`config.mk`:
```
export PLATFORM = sky130hd
export DESIGN_NAME = bus_req_arbiter
export DESIGN_NICKNAME = d
export VERILOG_FILES = /design/src/rtl/bus_ctrl_pkg.sv /design/src/rtl/rr_pick.sv /design/src/rtl/bus_req_arbiter.sv
export SDC_FILE = /design/constraint.sdc
export NUM_CORES = 1
export LEC_CHECK = 0
export ABC_CLOCK_PERIOD_IN_PS = 3800
export CAP_MARGIN = 5
export CORE_UTILIZATION = 35
export CTS_BUF_LIST = sky130_fd_sc_hd__clkbuf_4 sky130_fd_sc_hd__clkbuf_8
export DETAILED_ROUTE_END_ITERATION = 7
export PLACE_DENSITY = 0.51
export SETUP_SLACK_MARGIN = 0.5
export SLEW_MARGIN = 15
export SYNTH_ARGS = -nofsm -noshare
export SYNTH_HDL_FRONTEND = slang
export SYNTH_SLANG_ARGS = --single-unit
```
`constraint.sdc`:
```
create_clock -name CLK -period 3.8 [get_ports CLK]
set_input_delay 1.14 -clock CLK [delete_from_list [all_inputs] [get_ports CLK]]
set_output_delay 1.14 -clock CLK [all_outputs]
set_load 0.005 [all_outputs]
```
`src/rtl/bus_ctrl_pkg.sv`:
```
// Shared bus-controller types: port count, port id / port bit-vector types, arbiter states.
package bus_ctrl_pkg;

   localparam int unsigned CPUS          = 4;
   localparam int unsigned CPU_ID_LENGTH = (CPUS > 1) ? $clog2(CPUS) : 1;

   typedef logic [CPU_ID_LENGTH-1:0] cpuid_t;
   typedef logic [CPUS-1:0]          cpus_bitvec_t;

   typedef enum logic [1:0] {
      ARB_IDLE,
      ARB_OFFER,
      ARB_BUSY,
      ARB_RELEASE
   } arb_state_t;

   function automatic cpus_bitvec_t cpu_onehot(input cpuid_t id);
      return CPUS'(1) << id;
   endfunction

endpackage

```
`src/rtl/rr_pick.sv`:
```
// Round-robin search: first set request bit at or after start, wrapping at N (any N).
module rr_pick #(
   parameter int unsigned N = 4,
   parameter int unsigned W = 2
) (
   input  logic [N-1:0] req,
   input  logic [W-1:0] start,
   output logic         found_c,
   output logic [W-1:0] idx_c
);

   int unsigned pos;

   always_comb begin
      found_c = 1'b0;
      idx_c   = '0;
      pos     = 0;
      for (int unsigned k = 0; k < N; k++) begin
         pos = 32'(start) + k;
         if (pos >= N) pos = pos - N;
         if (!found_c && req[pos]) begin
            found_c = 1'b1;
            idx_c   = W'(pos);
         end
      end
   end

endmodule

```
`src/rtl/bus_req_arbiter.sv`:
```
// Picks the next L1 port for the coherence bus: starved reads, then writebacks, then reads,
// round-robin within each class, holding the grant until the bus controller finishes it.
module bus_req_arbiter
   import bus_ctrl_pkg::*;
#(
   parameter int unsigned STARVE_LIMIT = 8
) (
   input  logic                     CLK,
   input  logic                     RST,
   input  logic [CPUS-1:0]          req_ren,
   input  logic [CPUS-1:0]          req_wen,
   input  logic                     grant_ack,
   input  logic                     txn_done,
   output logic                     grant_valid,
   output logic [CPU_ID_LENGTH-1:0] grant_id,
   output logic                     grant_write,
   output logic [CPUS-1:0]          wait_mask
);

   localparam int unsigned      CNT_W   = $clog2(STARVE_LIMIT + 1);
   localparam logic [CNT_W-1:0] CNT_MAX = CNT_W'(STARVE_LIMIT);

   arb_state_t       state_q, state_d;
   logic             grant_valid_q, grant_valid_d;
   cpuid_t           grant_id_q, grant_id_d;
   logic             grant_write_q, grant_write_d;
   cpuid_t           rr_ptr_q, rr_ptr_d;
   logic [CNT_W-1:0] wait_cnt_q [CPUS];

   cpus_bitvec_t req_any, starved;
   logic         st_found, wr_found, rd_found;
   cpuid_t       st_idx, wr_idx, rd_idx, win_id;
   logic         win_write, granted_req, grant_evt, done_evt;

   assign req_any = req_ren | req_wen;

   always_comb begin
      starved = '0;
      for (int unsigned i = 0; i < CPUS; i++)
         starved[i] = req_any[i] && (wait_cnt_q[i] == CNT_MAX);
   end

   rr_pick #(.N(CPUS), .W(CPU_ID_LENGTH)) u_pick_starved (
      .req(starved), .start(rr_ptr_q), .found_c(st_found), .idx_c(st_idx));
   rr_pick #(.N(CPUS), .W(CPU_ID_LENGTH)) u_pick_write (
      .req(req_wen), .start(rr_ptr_q), .found_c(wr_found), .idx_c(wr_idx));
   rr_pick #(.N(CPUS), .W(CPU_ID_LENGTH)) u_pick_read (
      .req(req_ren), .start(rr_ptr_q), .found_c(rd_found), .idx_c(rd_idx));

   // A starved port that also holds a writeback is still presented as a writeback.
   always_comb begin
      win_id    = rd_idx;
      win_write = 1'b0;
      if (st_found) begin
         win_id    = st_idx;
         win_write = req_wen[st_idx];
      end else if (wr_found) begin
         win_id    = wr_idx;
         win_write = 1'b1;
      end else if (rd_found) begin
         win_id    = rd_idx;
      end
   end

   assign granted_req = grant_write_q ? req_wen[grant_id_q] : req_ren[grant_id_q];

   always_ff @(posedge CLK) begin
      if (RST) state_q <= ARB_IDLE;
      else     state_q <= state_d;
   end

   always_comb begin
      state_d       = state_q;
      grant_valid_d = grant_valid_q;
      grant_id_d    = grant_id_q;
      grant_write_d = grant_write_q;
      grant_evt     = 1'b0;
      done_evt      = 1'b0;
      case (state_q)
         ARB_IDLE: begin
            if (|req_any) begin
               state_d       = ARB_OFFER;
               grant_valid_d = 1'b1;
               grant_id_d    = win_id;
               grant_write_d = win_write;
            end
         end
         ARB_OFFER: begin
            if (grant_ack) begin
               grant_evt = 1'b1;
               if (txn_done) begin
                  done_evt      = 1'b1;
                  state_d       = ARB_RELEASE;
                  grant_valid_d = 1'b0;
               end else begin
                  state_d = ARB_BUSY;
               end
            end else if (!granted_req) begin
               state_d       = ARB_IDLE;
               grant_valid_d = 1'b0;
            end
         end
         ARB_BUSY: begin
            if (txn_done) begin
               done_evt      = 1'b1;
               state_d       = ARB_RELEASE;
               grant_valid_d = 1'b0;
            end
         end
         ARB_RELEASE: state_d = ARB_IDLE;
         default: begin
            state_d       = ARB_IDLE;
            grant_valid_d = 1'b0;
         end
      endcase
   end

   // Explicit wrap so non-power-of-two port counts rotate correctly.
   always_comb begin
      rr_ptr_d = rr_ptr_q;
      if (done_evt)
         rr_ptr_d = (grant_id_q == CPU_ID_LENGTH'(CPUS - 1)) ? '0
                                                             : grant_id_q + CPU_ID_LENGTH'(1);
   end

   always_ff @(posedge CLK) begin
      if (RST) begin
         grant_valid_q <= 1'b0;
         grant_id_q    <= '0;
         grant_write_q <= 1'b0;
         rr_ptr_q      <= '0;
      end else begin
         grant_valid_q <= grant_valid_d;
         grant_id_q    <= grant_id_d;
         grant_write_q <= grant_write_d;
         rr_ptr_q      <= rr_ptr_d;
      end
   end

   // Starvation counters: clear on grant or idle port, saturate at the limit.
   always_ff @(posedge CLK) begin
      for (int unsigned i = 0; i < CPUS; i++) begin
         if (RST) begin
            wait_cnt_q[i] <= '0;
         end else if (!req_any[i] || (grant_evt && grant_id_q == CPU_ID_LENGTH'(i))) begin
            wait_cnt_q[i] <= '0;
         end else if (done_evt && grant_id_q != CPU_ID_LENGTH'(i) && wait_cnt_q[i] != CNT_MAX) begin
            wait_cnt_q[i] <= wait_cnt_q[i] + CNT_W'(1);
         end
      end
   end

   assign grant_valid = grant_valid_q;
   assign grant_id    = grant_id_q;
   assign grant_write = grant_write_q;
   assign wait_mask   = req_any & ~(grant_valid_q ? cpu_onehot(grant_id_q) : '0);

endmodule
```
# ---- Word-level counts from Yosys, hierarchy flattened
# Memory sizes are Yosys's and may differ from the RTL's.
# Index checks and enable logic that the tools add are counted.
dict set report totals {
  ff_bits 8
  latch_bits 0
  ram_bits 16
  rom_bits 0
  output_inout_bits 8
  elab_cells 228
  mem_count 1
}
dict set report op_classes {
  n_addsub 12
  n_mul 0
  div 0
  order_cmp 10
  n_eq_ne 20
  shift 1
  mux 118
  n_bitwise 11
  reduce_logical 50
}
# memory words word_bits rd rd_ports_with_merged_regs wr line_no
set memory_table {}
lappend memory_table {wait_cnt_q 4 4 4 0 4 bus_req_arbiter.sv:28} ;# logic [CNT_W-1:0] wait_cnt_q [CPUS];
# operator n
set ops {}
lappend ops {{$lt 32x3->1 const B} 4}
lappend ops {{$mux 32} 4}
lappend ops {{$ge 32x3->1 const B} 3}
lappend ops {{$sub 32x3->32 const B} 3}
lappend ops {{$mux 1} 68}
lappend ops {{$mux 2} 19}
lappend ops {{$mux 4} 9}
lappend ops {{$bmux 1 s2} 15}
lappend ops {{$logic_and 1x1->1} 25}
lappend ops {{$add 4x1->4 const B} 4}
lappend ops {{$eq 4x4->1 const B} 4}
lappend ops {{$ne 4x4->1 const B} 4}
lappend ops {{$logic_not 1->1} 13}
lappend ops {{$eq 2x2->1 const B} 4}
lappend ops {{$ne 2x2->1 const B} 4}
lappend ops {{$or 1x1->1} 8}
lappend ops {{$pmux 2 s4} 1}
lappend ops {{$add 2x2->3 const B} 2}
lappend ops {{$lt 2x3->1 const B} 2}
lappend ops {{$reduce_and 3->1} 2}
lappend ops {{$and 4x4->4} 1}
lappend ops {{$eq 2x1->1 const B} 2}
lappend ops {{$logic_not 2->1} 2}
lappend ops {{$logic_or 1x1->1} 4}
lappend ops {{other kinds (15)} 15}

# ---- Longest topological paths before layout
# Gate-level depths: netlist (run 1).
# An unclocked memory read counts as a cell.
dict set report depth {
  ltp_word 18
  depth_mapped 9
  ltp_nobuf 9
}

# ---- Modules after synthesis
# A second synthesis (run 1) with hierarchy kept.
dict set report unflattened {
  hier_cells 226
  hier_area_um2 1905.6
}
# mod instances cells_each area_each_um2 seq_area_each_um2
set modules_own_cells {}
lappend modules_own_cells {bus_req_arbiter 1 181 1669.1 640.6}
lappend modules_own_cells {{rr_pick at u_pick_read ...} 2 15 77.6 0.0}
lappend modules_own_cells {{rr_pick at u_pick_write} 1 15 81.3 0.0}

# ---- Least setup slack after synthesis (run 1)
# No wires, ideal clock.
dict set report synth_path {
  kind {input to register}
  from {in grant_ack}
  to {mem wait_cnt_q[3][0] (netlist bit), enable pin}
  t_arrival_ps 2508
  required_time_ps 3493
  setup_slack_ps 984
  stages 6
  n_path_buf 1
  path_cell_list {and2_1 > buf_2 > o211ai_1 > nand2b_1 > or4_1 > nand2_1}
}
# element line_no
set synth_rtl {}
lappend synth_rtl {{from (decl)} bus_req_arbiter.sv:12} ;# input logic grant_ack,
lappend synth_rtl {{to (decl)} bus_req_arbiter.sv:28}

# ---- Final worst setup path (run 1)
dict set report layout_path {
  from {in req_wen[2]}
  to {out wait_mask[2]}
}
dict set report layout_between {
  elab_chain_len 2
}
# element line_no
set layout_rtl {}
lappend layout_rtl {{from (decl)} bus_req_arbiter.sv:11} ;# input logic [CPUS-1:0] req_wen,
lappend layout_rtl {{$or 4x4->4} bus_req_arbiter.sv:35} ;# assign req_any = req_ren | req_wen;
lappend layout_rtl {{$and 4x4->4} bus_req_arbiter.sv:156} ;# assign wait_mask = req_any & ~(grant_valid_q ? cpu_onehot(grant_id_q) : '0);
lappend layout_rtl {{to (decl)} bus_req_arbiter.sv:17} ;# output logic [CPUS-1:0] wait_mask
# Every way passes these cells.

==> key figures, run 1 <==
Finish
  • Fillcell total: 547
  • Core Util, Final: 0.453
  • Final #Nets: 280
  • Register Area: 641 um2
  • Area growth syn-to-layout: 21.1%
  • Layout cell share with drive strength beyond 1: 0.144
  • Fin area: about 0.0024 mm2
  • Most frequent cells in the layout: nor2_1 (29), inv_1 (22), ha_1 (17)
  • Antenna diode count: 0
  • Commonest non-fill, non-tap cell in the layout: nor2_1
  • Multi-input logic area: 0.00122 mm2

Timing
  • Final setup TNS: 0 ns
  • Clock skew: about 0.0024 ns
  • Final Hold Vio Count: 0
  • Slew @ Worst Pin: 0.729 ns
  • Unrepaired setup endpoints after global routing: no
  • Final setup viols: 0
  • Max Slew Vio Count: 0
  • Relative slew slack: 0.513
  • F_max: about 310 MHz
  • Post-route minimum period: 3.25 ns
  • Tcrit/Tclk final: 0.854

Global route
  • Grt met1 use: 0.220
  • Vias in the first global route: 1589
  • GR peak layer: met2
  • Largest net degree at the start of global routing: 23
  • Grt met3 use: 0.0167
  • Initial antenna violation count: 0
  • Global-route wire length before repair: 7.71 mm
  • GRT Total Usage: 0.163
  • Met2 Use GR: 0.278
  • Grt ovf: 0

Synthesis
  • Register area share after synthesis: 0.325
  • Dominant synthesized flop cell: edfxtp_1
  • Top-area cell type share of the netlist area: 0.244
  • Cells after Synth: 220
  • Syn avg cell area: 8.96 um2
  • Net Count, Synth: 249
  • Asr flop ratio synth: 0
  • Post-synthesis cell area: 0.00197 mm2
  • EDFF count, synth: 16
  • Yosys cell types: 52
  • Yosys warnings: 0
  • Top cells by area, synth: edfxtp_1 (24%), ha_1 (11%), dfxtp_1 (8.1%), nor2_1 (6.1%), inv_1 (4.2%)
  • Leading area contributor after synthesis: edfxtp_1
  • Synth Register Bits: 24

CTS
  • H-tree Lvls: 1
  • CTS root buf: clkbuf_8
  • CTS tree: built
  • Clock-pin slew on the worst setup and hold paths: 0.09 ns
  • CTS sink count: 24
  • Clk_lat worst skew: 0.27 ns
  • Num CTS Buffers: 3
  • Clock Path Buffers: 2

Routing
  • Drt drc: 0
  • Per-cell routed wire length: 14.3 um
  • Violation count after the first detailed-route iteration: 52
  • Routed vias: between 1500 and 2000
  • DRT antenna net count: 0
  • Drt total wl: 4.59 mm
  • Detailed Routing Iterations Pass 1: 5
  • Via density: 5.15

Placement
  • Hpwl dp: 3.55 mm
  • IO buf count: 19
  • Placer Congestion: 0.813
  • Dpl cell area: 0.00232 mm2

Pwr
  • VDD IR max: approximately 0.13 mV
  • Tot Pwr: 0.857 mW
  • Pleak: around 0.95 nW
  • Pwr dens: 359 mW/mm2

Setup path
  • R2R Path Start: state_q[0]
  • Cell at the slowest stage of the critical path: clkdlybuf4s50_1
  • WP data required: 2.66 ns
  • Critical path fanouts, max: 2
  • Kind of critical path: in -> out
  • CP endpoint kind: primary output
  • CP Launch Type: input port
  • R2R setup slack: 1.51 ns
  • CP arrival: 2.11 ns
  • CP peak stage delay: roughly 0.52 ns
  • CP Cell Sequence: clkdlybuf4s50_1, nor2_2, a21oi_2, dlygate4sd2_1
  • R2R depth: 6
  • R2R Path End: wait_cnt_q[3][2]

Floorplanning
  • Rows: 26
  • Boundary pin count: 20
  • Die height: 77.0 um
  • Initial Util: 0.374
  • Core Region: 0.00527 mm2
  • Die W: 77.0 um
  • Die ar.: 0.00593 mm2

Status
  • Outcome: finished, final reports clean

Worst hold path
  • Hold Crit Class: reg -> reg
  • Hold Path Stages: 2

Job
  • Max Cap Viol: 0
## per-stage QoR
step                setup WS, ns  instances  hold slack, ns
finish                     0.554        320           0.582
global route               0.504        320           0.618
CTS                        0.495        320           0.586
detailed placement         0.217        316           0.570
global placement           0.221        316           0.569
floorplan                  0.984        220           0.535
## per-layer routing
layer  up-vias  wire [um]  part of all wire
met5         -          0                 0
met4         0         40            0.0087
met3         4        114             0.025
met2        26       2100              0.46
met1       758       2330              0.51
li1        860          -                 -
## Yosys cell counts (5+ instances only)
master / number
nor2_1: 32
xnor2_1: 5
ha_1: 17
nand3_1: 6
nand2b_1: 5
o21ai_0: 5
mux2i_1: 6
nor3_1: 8
edfxtp_1: 16
buf_2: 5
a21oi_1: 14
inv_1: 22
dfxtp_1: 8
nand2_1: 8
## cell type report
cell class,count,area share
inverter,22,0.0346
clock inverter,1,0.00157
timing repair buffer,35,0.129
sequential,24,0.268
clock buffer,3,0.0173
multi-input combinational,165,0.513
tap,70,0.0367
## power by group
| part | leakage, nW | internal, mW | total, mW | switching, mW |
|---|---|---|---|---|
| Sequential | 0.238 | 0.316 | 0.372 | 0.0554 |
| Clock | 0.0231 | 0.0724 | 0.156 | 0.0836 |
| Combinational | 0.692 | 0.161 | 0.330 | 0.168 |
## worst max-delay path by stage
| stage | from | to | slack, ns | depth (start not counted) |
|---|---|---|---|---|
| floorplan | grant_ack | wait_cnt_q[3][0] | 0.98 | 6 |
| global placement | req_wen[2] | wait_mask[2] | 0.22 | 4 |
| detailed placement | req_wen[2] | wait_mask[2] | 0.22 | 4 |
| CTS | req_wen[2] | wait_mask[2] | 0.49 | 4 |
| global route | req_wen[1] | wait_mask[1] | 0.50 | 4 |
| finish | req_wen[2] | wait_mask[2] | 0.55 | 4 |
## registers in the layout, summed over array words and instances (netlist names), named ones only
signal / cells
wait_cnt_q: 16
state_q: 1
grant_id: 2
grant_valid: 1
grant_write: 1
rr_ptr_q: 2
## worst max-delay path: cells and delay by family
family                 cells  cell delay, ns
and+or+nand+nor            1            0.07
buffers and inverters      2            0.77
AOI/OAI and AO/OA          1            0.12
## cells by family after synthesis
kind of cell	Yosys count	synth area share
xor gates and xnor gates	9	0.0400
and+or+nand+nor	80	0.211
adders and majority gates	17	0.108
buffers and inverters	31	0.0660
DFF	24	0.325
muxes	9	0.0610
AOI/OAI and AO/OA	50	0.189
## timing repair
action / in CTS / in global routing
gates resized for setup: 5 / 7
gates cloned: 0 / 0
buffers inserted: 0 / 0
hold buffers: 0 / 0
setup endpoints to repair: 4 / 4
Power figures use the tool's default switching activity.
==> run 2: changes to the inputs <==
- ABC_CLOCK_PERIOD_IN_PS: 3800 -> default
- CORE_MARGIN: default -> 10
==> run 2 against run 1 <==
Sequential power about the same. Count of clock-buffer cells in the layout is the same. Final cell count grew 0.63%. Clock power barely moved. Routed wire length is 6.3% higher. Worst hold slack improved by 0.014 ns. Clock skew increased by 0.0033 ns. Maximum frequency shrank 0.43%. Global-route usage fell by 5.2 points. Register-to-register slack about the same. Via count is 3.5% higher. Power is 0.37% higher. Largest cell class unchanged.
==> key figures, run 2 (same netlist as run 1, synthesis figures left out) <==
Status
  • Outcome: finished, final reports clean (unchanged)

Floorplanning
  • Die ar.: 0.00903 mm2 (was 0.00593 mm2)
  • Die W: 95.0 um (was 77.0 um)
  • Boundary pin count: 20 (unchanged)
  • Die height: 95.0 um (was 77.0 um)
  • Core Region: 0.00547 mm2 (was 0.00527 mm2)
  • Rows: 27 (was 26)
  • Initial Util: 0.360 (was 0.374)

Setup path
  • Critical path fanouts, max: 2 (unchanged)
  • Crit path buf inv count: 2 (unchanged)
  • WP data required: 2.66 ns (about the same)
  • CP Cell Sequence: clkdlybuf4s50_1, nor2_2, a21oi_2, dlygate4sd2_1 (unchanged)
  • Kind of critical path: in -> out (unchanged)
  • R2R depth: 6 (unchanged)
  • Delay-heaviest family, CP: buffers and inverters (unchanged)
  • CP arrival: 2.12 ns (was 2.11 ns)
  • WP depth: 4 (unchanged)
  • CP endpoint kind: primary output (unchanged)
  • CP Launch Type: input port (unchanged)
  • Cell at the slowest stage of the critical path: clkdlybuf4s50_1 (unchanged)
  • Crit path launch: req_wen[0] (was req_wen[2])
  • R2R setup slack: 1.52 ns (was 1.51 ns)
  • CP peak stage delay: 0.54 ns (was 0.52 ns)
  • R2R Path Start: state_q[0] (unchanged)

Timing
  • Slew @ Worst Pin: 0.740 ns (was 0.729 ns)
  • Clock skew: 0.00578 ns (was 0.00244 ns)
  • Setup WS post-layout: 0.540 ns (was 0.554 ns)
  • Final Hold Vio Count: 0 (unchanged)
  • Post-route minimum period: 3.26 ns (was 3.25 ns)
  • F_max: 307 MHz (was 308 MHz)
  • Max Slew Vio Count: 0 (unchanged)
  • Final setup TNS: 0 ns (unchanged)
  • Relative slew slack: 0.506 (was 0.513)
  • Final setup viols: 0 (unchanged)
  • Tcrit/Tclk final: 0.858 (was 0.854)
  • Unrepaired setup endpoints after global routing: yes (was no)

Placement
  • DP Worst Slack: 0.209 ns (was 0.217 ns)
  • Hpwl dp: 3.82 mm (was 3.55 mm)
  • Placer Congestion: 0.818 (was 0.813)
  • IO buf count: 19 (unchanged)

Routing
  • Violation count after the first detailed-route iteration: 71 (was 52)
  • Drt drc: 0 (unchanged)
  • Routed vias: 1705 (was 1648)
  • Detailed Routing Iterations Pass 1: 4 (was 5)
  • Via density: 5.30 (was 5.15)
  • DRT antenna net count: 0 (unchanged)
  • Drt total wl: 4.88 mm (was 4.59 mm)
  • Per-cell routed wire length: 15.1 um (was 14.3 um)

Finish
  • Max FFs per register: 16 (unchanged)
  • Area growth syn-to-layout: 20.6% (was 21.1%)
  • Reg with most FFs: wait_cnt_q (unchanged)
  • Fillcell total: 583 (was 547)
  • Layout cell share with drive strength beyond 1: 0.136 (was 0.144)
  • Commonest non-fill, non-tap cell in the layout: nor2_1 (unchanged)
  • Final #Nets: 280 (unchanged)
  • Antenna diode count: 0 (unchanged)
  • Most frequent cells in the layout: nor2_1 (30), inv_1 (22), ha_1 (17) (was nor2_1 (29), inv_1 (22), ha_1 (17))

Global route
  • GR peak layer: met2 (unchanged)
  • Global-route wire length before repair: 8.09 mm (was 7.71 mm)
  • Grt met3 use: 0.0126 (was 0.0167)
  • Met2 Use GR: 0.173 (was 0.278)
  • Vias in the first global route: 1656 (was 1589)
  • GRT Total Usage: 0.111 (was 0.163)
  • Largest net degree at the start of global routing: 23 (unchanged)
  • Grt met1 use: 0.153 (was 0.220)
  • Grt ovf: 0 (unchanged)
  • Initial antenna violation count: 0 (unchanged)

Pwr
  • Pleak: 0.943 nW (was 0.953 nW)
  • VDD IR max: 0.151 mV (was 0.134 mV)
  • Pwr dens: 362 mW/mm2 (was 359 mW/mm2)

CTS
  • CTS tree: built (unchanged)
  • Clock-pin slew on the worst setup and hold paths: 0.08 ns (was 0.09 ns)
  • Num CTS Buffers: 3 (unchanged)
  • CTS sink count: 24 (unchanged)
  • Clock Path Buffers: 2 (unchanged)
  • H-tree Lvls: 1 (unchanged)
  • Clk_lat worst skew: 0.27 ns (about the same)
  • CTS root buf: clkbuf_8 (unchanged)

Worst hold path
  • Hold Path Stages: 2 (unchanged)
  • Hold Crit Class: reg -> reg (unchanged)

Job
  • Max Cap Viol: 0 (unchanged)
-- run 2: cell count changes in the layout (fill, tap and decap cells not counted), sizes merged --
| cell | before | now |
|---|---|---|
| clkdlybuf4s15 | 0 | 1 |
| clkdlybuf4s50 | 14 | 15 |
| dlygate4sd2 | 4 | 3 |
| dlymetal6s2s | 1 | 0 |
-- run 2: final timing paths --
| path | end |
|---|---|
| max | wait_mask[0] |
| max reg2reg | wait_cnt_q[3][2] |
| min | register |
| min reg2reg | register |
-- run 2: area by class of cell --
class	count	area, um2	area share
Clock buffer	3	41.3	0.0174
Clock inverter	1	3.75	0.00158
Inverter	22	82.6	0.0347
Multi-Input combinational cell	165	1210	0.510
Sequential cell	24	641	0.269
Tap cell	72	90.1	0.0379
Timing Repair Buffer	35	307	0.129
-- run 2: per-layer routing --
layer,part of all wire,routed length [um]
met1,0.51,2500
met5,0,0
met2,0.45,2180
met4,0.018,87
met3,0.022,107
-- run 2: tightest hold or removal path: stages, from the launching register on --
cell and delay [ns]:
dfxtp_1 0.36, mux2i_1 0.15, nor2_1 0.05
-- run 2: per-stage QoR --
step                      std cells  power, mW  hold WS [ns]  cell area (um2)   util
after floorplan                 220      0.576         0.535             1970      -
after global placement          318      0.708         0.583             2320  0.425
after detailed placement        318      0.708         0.576             2320  0.425
after CTS                       322      0.864         0.599             2370  0.432
after global routing            322      0.927         0.637             2380  0.434
final                           322      0.860         0.597             2380  0.434
-- run 2: where the power goes --
part           total (mW)  internal, mW  switching (mW)
Sequential          0.370         0.316          0.0533
Clock               0.158        0.0724          0.0855
Combinational       0.333         0.161           0.171
-- run 2: repair_timing --
item                                    CTS  global route
buffers inserted                          0             0
endpoints found under the setup margin    4             3
gates resized for setup                   5             4
hold endpoints to repair                  0             0
hold buffers                              0             0
pin swaps                                 0             1
cloned                                    0             0
